**src/rtl/uart_bus_regs.sv**
```systemverilog
// Bus register front end for the uart core: DATA/STATUS/CTRL/divisor registers,
// RX occupancy tracking with overrun detection, TX overflow flag and a level IRQ.
module uart_bus_regs #(
   parameter int unsigned FIFO_W   = 2,
   parameter int unsigned DVSR_RST = 324
) (
   input  logic        clk,
   input  logic        reset,
   input  logic        cs,
   input  logic        we,
   input  logic [2:0]  addr,
   input  logic [7:0]  wdata,
   output logic [7:0]  rdata,
   output logic        irq,
   output logic        rd_uart,
   output logic        wr_uart,
   output logic [7:0]  w_data,
   output logic [20:0] dvsr,
   input  logic [7:0]  r_data,
   input  logic        rx_empty,
   input  logic        tx_full,
   input  logic        rx_done_tick
);

   localparam int unsigned CntW = FIFO_W + 1;
   localparam logic [CntW-1:0] RxDepth = CntW'(2 ** FIFO_W);

   localparam logic [2:0] AddrData   = 3'd0;
   localparam logic [2:0] AddrStatus = 3'd1;
   localparam logic [2:0] AddrCtrl   = 3'd2;
   localparam logic [2:0] AddrDiv0   = 3'd3;
   localparam logic [2:0] AddrDiv1   = 3'd4;
   localparam logic [2:0] AddrDiv2   = 3'd5;

   logic            rd_acc, wr_acc, status_rd;
   logic            rx_inc, rx_dec, rx_full;
   logic            ovr_set, txovf_set;

   logic [7:0]      rdata_q, rdata_d;
   logic            irq_q, irq_d;
   logic [20:0]     dvsr_q, dvsr_d;
   logic [2:0]      ctrl_q, ctrl_d;
   logic [7:0]      sh0_q, sh0_d, sh1_q, sh1_d;
   logic            ovr_q, ovr_d, txovf_q, txovf_d;
   logic [CntW-1:0] rx_cnt_q, rx_cnt_d;

   assign rd_acc    = cs & ~we;
   assign wr_acc    = cs & we;
   assign status_rd = rd_acc & (addr == AddrStatus);

   assign rd_uart = rd_acc & (addr == AddrData) & ~rx_empty;
   assign wr_uart = wr_acc & (addr == AddrData) & ~tx_full;
   assign w_data  = wdata;

   // A simultaneous push and pop leaves occupancy unchanged, so no overrun then.
   assign rx_inc    = rx_done_tick & ~rd_uart;
   assign rx_dec    = rd_uart & ~rx_done_tick;
   assign rx_full   = (rx_cnt_q == RxDepth);
   assign ovr_set   = rx_inc & rx_full;
   assign txovf_set = wr_acc & (addr == AddrData) & tx_full;

   assign rdata = rdata_q;
   assign irq   = irq_q;
   assign dvsr  = dvsr_q;

   always_comb begin
      rx_cnt_d = rx_cnt_q;
      if (rx_inc && !rx_full) begin
         rx_cnt_d = rx_cnt_q + CntW'(1);
      end else if (rx_dec && (rx_cnt_q != '0)) begin
         rx_cnt_d = rx_cnt_q - CntW'(1);
      end

      // Set events beat the clear-on-read of STATUS.
      ovr_d   = ovr_set | (ovr_q & ~status_rd);
      txovf_d = txovf_set | (txovf_q & ~status_rd);

      ctrl_d = ctrl_q;
      sh0_d  = sh0_q;
      sh1_d  = sh1_q;
      dvsr_d = dvsr_q;
      if (wr_acc) begin
         case (addr)
            AddrCtrl: ctrl_d = wdata[2:0];
            AddrDiv0: sh0_d  = wdata;
            AddrDiv1: sh1_d  = wdata;
            AddrDiv2: dvsr_d = {wdata[4:0], sh1_q, sh0_q};
            default:  ;
         endcase
      end

      rdata_d = rdata_q;
      if (rd_acc) begin
         case (addr)
            AddrData:   rdata_d = rx_empty ? 8'h00 : r_data;
            AddrStatus: rdata_d = {irq_q, 3'b000, txovf_q, ovr_q, tx_full, ~rx_empty};
            AddrCtrl:   rdata_d = {5'b00000, ctrl_q};
            AddrDiv0:   rdata_d = dvsr_q[7:0];
            AddrDiv1:   rdata_d = dvsr_q[15:8];
            AddrDiv2:   rdata_d = {3'b000, dvsr_q[20:16]};
            default:    rdata_d = 8'h00;
         endcase
      end

      irq_d = (ctrl_q[0] & ~rx_empty) | (ctrl_q[1] & ~tx_full) | (ctrl_q[2] & (ovr_q | txovf_q));
   end

   always_ff @(posedge clk) begin
      if (reset) begin
         rdata_q  <= 8'h00;
         irq_q    <= 1'b0;
         dvsr_q   <= 21'(DVSR_RST);
         ctrl_q   <= 3'b000;
         sh0_q    <= 8'h00;
         sh1_q    <= 8'h00;
         ovr_q    <= 1'b0;
         txovf_q  <= 1'b0;
         rx_cnt_q <= '0;
      end else begin
         rdata_q  <= rdata_d;
         irq_q    <= irq_d;
         dvsr_q   <= dvsr_d;
         ctrl_q   <= ctrl_d;
         sh0_q    <= sh0_d;
         sh1_q    <= sh1_d;
         ovr_q    <= ovr_d;
         txovf_q  <= txovf_d;
         rx_cnt_q <= rx_cnt_d;
      end
   end

endmodule

```
**config.mk**
```make
export PLATFORM = sky130hd
export DESIGN_NAME = uart_bus_regs
export DESIGN_NICKNAME = d
export VERILOG_FILES = /design/src/rtl/uart_bus_regs.sv
export SDC_FILE = /design/constraint.sdc
export NUM_CORES = 1
export LEC_CHECK = 0
export BUFFER_PORTS_ARGS = -buffer_cell sky130_fd_sc_hd__buf_2
export CAP_MARGIN = 5
export CORE_MARGIN = 2
export CORE_UTILIZATION = 40
export DETAILED_ROUTE_END_ITERATION = 6
export PLACE_DENSITY = 0.71
export SYNTH_ARGS = -nofsm -noshare
export SYNTH_HDL_FRONTEND = slang
export SYNTH_SLANG_ARGS = --single-unit
```
**constraint.sdc**
```tcl
create_clock -name clk -period 2.2 [get_ports clk]
set_input_delay 0.11 -clock clk [delete_from_list [all_inputs] [get_ports clk]]
set_output_delay 0.11 -clock clk [all_outputs]
set_load 0.02 [all_outputs]
```
==> out/qor.yml, run 1 <==
status:
  status: "complete, no violations"
sta:
  maxSlewViolCount: 0
  setup_viol: 0
  worst_slack_ns: 0.171
  rsz0062_at_grt: "false"
  worst_pin_slew_ns: 0.598
  fmax_mhz: 493
  fin_crit_ns: 2.03
  hold_violations: 0
  setup_tns_ns: 0
  finalCritPeriodShare_pct: 92.2
  slew_headroom_pct: 60.0
  fin_skew_ns: 0.00369
power:
  comb_power_share_pct: 11.7
  p_leak_uw: 0.00118
  powerDensity_nw_per_um2: 651
  netSwitchingPower_uw: 484
  seqPwrFrac_pct: 53.3
  p_int_uw: 1420
  swShare_pct: 25.4
  ir_worst_vdd_uv: 323
  pwr-share-clk_pct: 35.0
floorplan:
  die_y_um: 83.2
  rows: 28
  initial_core_util_pct: 41.9
  fp.dieW_um: 83.2
  die_area_um2: 6930
  core_um2: 5990
  pin_count: 66
worst_setup_path:
  timing.rr.start: "rx_cnt_q[0]"
  crit_fanout: 7
  worst-r2r-setup-slack_ns: 0.17
  cp.required_ns: 2.45
  reg2reg_to: "rx_cnt_q[2]"
  crit_path_start_kind: "flip-flop"
  critPathCapture: "rx_cnt_q[2]"
  worstSetupEndpointType: "flip-flop"
  path_class: "flip-flop to flip-flop"
  reg2regPathDepth: 8
  cp_data_arrival_time_ns: 2.28
  worstSetupStartpoint: "rx_cnt_q[0]"
grt:
  antenna_found_initial: 0
  grt_pass1_vias: 2065
  overflow: 0
  grt_usage_pct: 17.8
  grt_max_degree: 32
  grt_pass1_wl_um: 10200
routing:
  drt_pre_antenna_iters: 4
  drc_errors: 0
  ant_nets: 0
  num_vias: 2206
  routed_wirelength_um: 6230
  drt-wirelength-per-cell_um: 14.8
  drt_iter0_markers: 138
  vias_per_cell: 5.25
cells_and_area:
  design_area_um2: 2930
  final_cell_mix: "65 x buf_2, 55 x nand2_1, 54 x dfxtp_1, 35 x nor2_1, 25 x a21oi_1"
  ff_latch_area_um2: 1080
  drive_above_1_share_pct: 25.2
  multi_input_area_um2: 1260
  syn_to_final_growth_pct: 16.7
  mostFrequentLayoutCell: "buf_2"
  diodes: 0
  nNetsFinal: 371
  n_fill_cell: 591
  instances_no_fill: 420
cts:
  worstSkewPairLatency_ns: 0.31
  h-tree-depth: 2
  clk_pin_slew_ns: 0.10
  clk_path_buf_depth: 2
  cts_root_buffer: "clkbuf_8"
  ctsResizeCount: 0
  postCtsSetupBuffers: 0
  cts_sinks: 54
  ctsHoldBuffers: 0
  cts_buffers: 5
  cts_tree: "yes"
synth:
  synth-main-ff-cell: "dfxtp_1"
  synth_area_um2: 2510
  synth_cell_types: 42
  yosysWarnings: 0
  ys_ff_latch: 54
  synth-async-reset-ratio_pct: 0
  synth_nets: 319
  syn_avg_cell_area_um2: 8.60
  synth_edf_count: 0
  netlist_instances: 292
  synth-seq-area-share_pct: 43.0
min_path:
  hp-start: "r_data[3]"
  hold_class: "primary input to flip-flop"
placement:
  dp_hpwl_um: 4560
  numPortBuffers: 65
  dpl_worst_slack_ns: 0.173
  place_inst: 412
  gp_congestion: 0.829
  placed_cell_area_um2: 2820
run:
  cap_violations: 0
-- layer usage --
layer | vias to the layer above | global-route usage, % | share of wire (%)
met4 | 0 | 6.71 | 1.8
met5 | - | 0 | 0
met3 | 13 | 3.58 | 5.1
met1 | 1034 | 23.6 | 45
li1 | 1098 | - | -
met2 | 61 | 28.7 | 48
-- synthesized netlist by cell type (6+ instances only) --
master	number	area, µm²
dfxtp_1	54	1080
a22o_1	7	61.3
clkbuf_1	7	26.3
nand3_1	6	30.0
nand2b_1	6	37.5
a21oi_1	25	125
o21ai_0	9	45.0
buf_4	11	82.6
nor2_1	35	131
nand2_1	55	206
buf_2	7	35.0
mux2i_1	24	240
-- state kept, by name, indices dropped and copies added, names as in the netlist --
signal,count
ctrl_q,3
dvsr,21
irq,1
ovr_q,1
rdata,8
rx_cnt_q,3
sh0_q,8
sh1_q,8
txovf_q,1
-- power groups by stage --
stage / logic (µW) / registers (µW) / clock network [µW]
global route: 244 / 1020 / 722
detailed placement: 222 / 1040 / 0
finish: 222 / 1020 / 668
CTS: 223 / 1020 / 681
floorplan: 150 / 1050 / 0
global placement: 219 / 1040 / 0
-- per-stage QoR --
| stage | utilization, % | power [µW] | hold slack, ns |
|---|---|---|---|
| after floorplan | - | 1190 | 0.240 |
| after global placement | 47.1 | 1260 | 0.374 |
| after detailed placement | 47.1 | 1260 | 0.385 |
| after CTS | 48.9 | 1920 | 0.0494 |
| after global routing | 48.9 | 1990 | 0.0626 |
| final | 48.9 | 1910 | 0.0533 |
-- worst min-delay path by stage --
stage                     slack [ns]       end  cells after the start
after detailed placement        0.38  sh1_q[5]                      3
after global routing            0.06  rdata[3]                      3
after CTS                       0.05  rdata[3]                      3
after floorplan                 0.24   dvsr[2]                      2
after global placement          0.37  sh1_q[5]                      3
final                           0.05  rdata[3]                      3
-- layout make-up --
cell class	instances	share of cell area, %
Inverter	3	0.384
Timing Repair Buffer	71	12.6
Sequential cell	54	36.9
Multi-Input combinational cell	209	43.1
Tap cell	75	3.20
Clock buffer	6	2.48
Clock inverter	2	1.28
-- critical path, cell delays in order, from the launching register on --
cell     delay (ns)
dfxtp_1        0.48
nor2_1         0.12
nand2_1        0.08
nand3_1        0.09
fa_1           0.41
nor2_1         0.12
o21ai_0        0.09
mux4_1         0.50
nor2_1         0.09
-- cell families (layout without fill, tap and decap cells) --
family,Yosys count,in the layout,synth area share [%]
xor gates and xnor gates,2,2,0.698
adders and majority gates,1,1,0.797
buffers and inverters,29,82,6.63
AOI/OAI and AO/OA,58,58,14.6
and+or+nand+nor,123,123,23.6
muxes,25,25,10.6
DFF,54,54,43.0
(Power assumes the default switching activity.)
==> run 2: changes to the inputs <==
Settings changed: ABC_AREA set to 1, CORE_ASPECT_RATIO set to 1.25, PLACE_DENSITY 0.71 to 0.72.
==> run 2 against run 1 <==
Largest power group unchanged. Worst hold slack gained 0.010 ns. Utilization shrank 0.83 points. Combinational power grew 5%. Flip-flop and latch count is the same. Sequential power is essentially flat. Via count grew 2.0%. Critical path depth is the same.
==> out/qor.yml, run 2 <==
status:
  status: "complete, no violations"  # unchanged
worst_setup_path:
  path_common_cell: "nor2_1"  # unchanged
  crit_path_start_kind: "flip-flop"  # unchanged
  worstSetupEndpointType: "flip-flop"  # unchanged
  cp.required_ns: 2.40  # was 2.45 ns
  path_class: "flip-flop to flip-flop"  # unchanged
  path_cells: "nor2_1 -> nand2_1 -> nand3_2 -> fa_1 -> inv_1 -> nand4_1 -> a21oi_1 -> nor2_1"  # was nor2_1 -> nand2_1 -> nand3_1 -> fa_1 -> nor2_1 -> o21ai_0 -> mux4_1 -> nor2_1
  cp_data_arrival_time_ns: 1.83  # was 2.28 ns
  cpPeakStageDelay_ns: 0.41  # was 0.50 ns
  slowest_stage: "dfxtp_1"  # was mux4_1
  crit_fanout: 4  # was 7
cts:
  cts_sinks: 54  # unchanged
  clk_pin_slew_ns: 0.09  # was 0.10 ns
  cts_tree: "yes"  # unchanged
  ctsResizeCount: 0  # unchanged
  worstSkewPairLatency_ns: 0.30  # was 0.31 ns
  cts_buffers: 5  # unchanged
  h-tree-depth: 2  # unchanged
  clk_path_buf_depth: 2  # unchanged
  postCtsSetupBuffers: 0  # unchanged
  cts_root_buffer: "clkbuf_8"  # unchanged
  ctsHoldBuffers: 0  # unchanged
routing:
  drt-wirelength-per-cell_um: 14.0  # was 14.8 µm
  vias_per_cell: 5.13  # was 5.25
  drt_pre_antenna_iters: 4  # unchanged
  num_vias: 2251  # was 2206
  drt_iter0_markers: 160  # was 138
  routed_wirelength_um: 6140  # was 6230 µm
  ant_nets: 0  # unchanged
  drc_errors: 0  # unchanged
cells_and_area:
  final_cell_mix: "65 x buf_2, 54 x dfxtp_1, 52 x o21ai_0, 42 x a21oi_1, 39 x nor2_1"  # was 65 x buf_2, 55 x nand2_1, 54 x dfxtp_1, 35 x nor2_1, 25 x a21oi_1
  diodes: 0  # unchanged
  utilization_pct: 48.1  # was 48.9%
  nNetsFinal: 401  # was 371
  largest_reg_flops: 21  # unchanged
  n_fill_cell: 595  # was 591
  instances_no_fill: 439  # was 420
  syn_to_final_growth_pct: 16.7  # about the same
  drive_above_1_share_pct: 24.7  # was 25.2%
  design_area_um2: 2780  # was 2930 µm²
  mostFrequentLayoutCell: "buf_2"  # unchanged
grt:
  grt_usage_pct: 18.9  # was 17.8%
  overflow: 0  # unchanged
  grt_pass1_vias: 2074  # was 2065
  grt_pass1_wl_um: 9780  # was 10200 µm
  grt_max_degree: 26  # was 32
  antenna_found_initial: 0  # unchanged
synth:
  synth.area.top_cells: "dfxtp_1 45%, o21ai_0 11%, a21oi_1 8.8%"  # was dfxtp_1 43%, mux2i_1 9.6%, nand2_1 8.2%
  synth_area_um2: 2380  # was 2510 µm²
  ys_ff_latch: 54  # unchanged
  synthMostInstantiatedCell: "dfxtp_1"  # was nand2_1
  synth_nets: 343  # was 319
  netlist_instances: 316  # was 292
  synth-main-ff-cell: "dfxtp_1"  # unchanged
  synth_cell_types: 26  # was 42
  syn_avg_cell_area_um2: 7.53  # was 8.60 µm²
  synth-seq-area-share_pct: 45.4  # was 43.0%
  synth_edf_count: 0  # unchanged
  yosys.area.top_type: "dfxtp_1"  # unchanged
  yosysWarnings: 0  # unchanged
  netlist_top_cells_count: "54 x dfxtp_1, 52 x o21ai_0, 42 x a21oi_1"  # was 55 x nand2_1, 54 x dfxtp_1, 35 x nor2_1
  synth_top_area_share_pct: 45.4  # was 43.0%
  synth-async-reset-ratio_pct: 0  # unchanged
run:
  cap_violations: 0  # unchanged
sta:
  fmax_mhz: 616  # was 493 MHz
  hold_violations: 0  # unchanged
  slew_headroom_pct: 77.6  # was 60.0%
  rsz0062_at_grt: "false"  # unchanged
  worst_pin_slew_ns: 0.336  # was 0.598 ns
  fin_skew_ns: 0.00351  # was 0.00369 ns
  setup_tns_ns: 0  # unchanged
  worst_slack_ns: 0.578  # was 0.171 ns
  finalCritPeriodShare_pct: 73.7  # was 92.2%
  fin_crit_ns: 1.62  # was 2.03 ns
  maxSlewViolCount: 0  # unchanged
  setup_viol: 0  # unchanged
power:
  powerDensity_nw_per_um2: 647  # was 651 nW/µm²
  comb_power_share_pct: 12.9  # was 11.7%
  p_leak_uw: 0.00126  # was 0.00118 µW
  netSwitchingPower_uw: 471  # was 484 µW
  pwr-share-clk_pct: 29.9  # was 35.0%
  ir_worst_vdd_uv: 289  # was 323 µV
  seqPwrFrac_pct: 57.1  # was 53.3%
  p_int_uw: 1330  # was 1420 µW
  swShare_pct: 26.2  # was 25.4%
floorplan:
  die_area_um2: 6590  # was 6930 µm²
  fp.dieW_um: 73.0  # was 83.2 µm
  pin_count: 66  # unchanged
  die_y_um: 90.3  # was 83.2 µm
  core_um2: 5780  # was 5990 µm²
  rows: 31  # was 28
  initial_core_util_pct: 41.2  # was 41.9%
placement:
  placed_cell_area_um2: 2700  # was 2820 µm²
  dp_hpwl_um: 4590  # was 4560 µm
  place_inst: 433  # was 412
  gp_congestion: 0.839  # was 0.829
  dpl_worst_slack_ns: 0.594  # was 0.173 ns
  numPortBuffers: 65  # unchanged
min_path:
  hold_class: "primary input to flip-flop"  # unchanged
## run 2: cell types whose count changed after synthesis, sizes merged, moves of 4 or more
cell,before,now
o21ai,9,55
a22o,7,0
buf,19,14
a21oi,25,42
nand2,56,39
nand3,7,15
nand2b,6,0
nor2,36,45
inv,3,37
nand4,1,5
mux2i,24,0
## run 2: layout make-up
cell class | instances | area (µm²) | share of cell area, %
repair buffers | 69 | 355 | 12.8
well taps | 66 | 82.6 | 2.97
multi-input cells | 207 | 1040 | 37.3
clock buffers | 6 | 82.6 | 2.97
flip-flops and latches | 54 | 1080 | 38.9
inverters | 37 | 141 | 5.09
## run 2: critical path, delay by kind of cell, from the launching register on
family	cells	cell delay, ns
flip-flops	1	0.41
buffers and inverters	1	0.08
adder cells (fa/ha/maj)	1	0.37
AND/OR/NAND/NOR	5	0.49
AO/OA/AOI/OAI	1	0.18
## run 2: metrics by stage
stage	hold WS (ns)	power (µW)
after global placement	0.369	1270
after detailed placement	0.380	1280
after global routing	0.0933	1880
after floorplan	0.245	1200
after CTS	0.0571	1820
final	0.0637	1800
## run 2: cell families after synthesis
group / after synthesis / synth area share [%]
fa+ha+maj: 1 / 0.841
compound gates: 101 / 21.5
simple gates: 105 / 21.1
flops: 54 / 45.4
buf+inv: 55 / 11.1
## run 2: power groups by stage
stage	sequential, µW	combinational [µW]	clock (µW)
2_1_floorplan	1060	137	0
3_3_place_gp	1050	224	0
3_5_place_dp	1050	232	0
4_1_cts	1030	233	554
5_1_grt	1030	257	586
6_report	1030	233	538
## run 2: final timing paths
kind | start | to | depth (start not counted) | slack, ns
worst min register to register | sh1_q[1] | sh1_q[1] | 2 | 0.46
worst min-delay path | wdata[7] | sh0_q[7] | 3 | 0.06
worst max register to register | rx_cnt_q[0] | rx_cnt_q[2] | 8 | 0.58
worst max-delay path | rx_cnt_q[0] | rx_cnt_q[2] | 8 | 0.58
## run 2: metal layers
metal  share of wire (%)  GRT usage (%)  wire length [µm]
met4                 1.5           6.48                94
met1                  45           24.0              2790
met5                   0              0                 0
met3                 3.8           3.68               236
met2                  49           31.3              3020
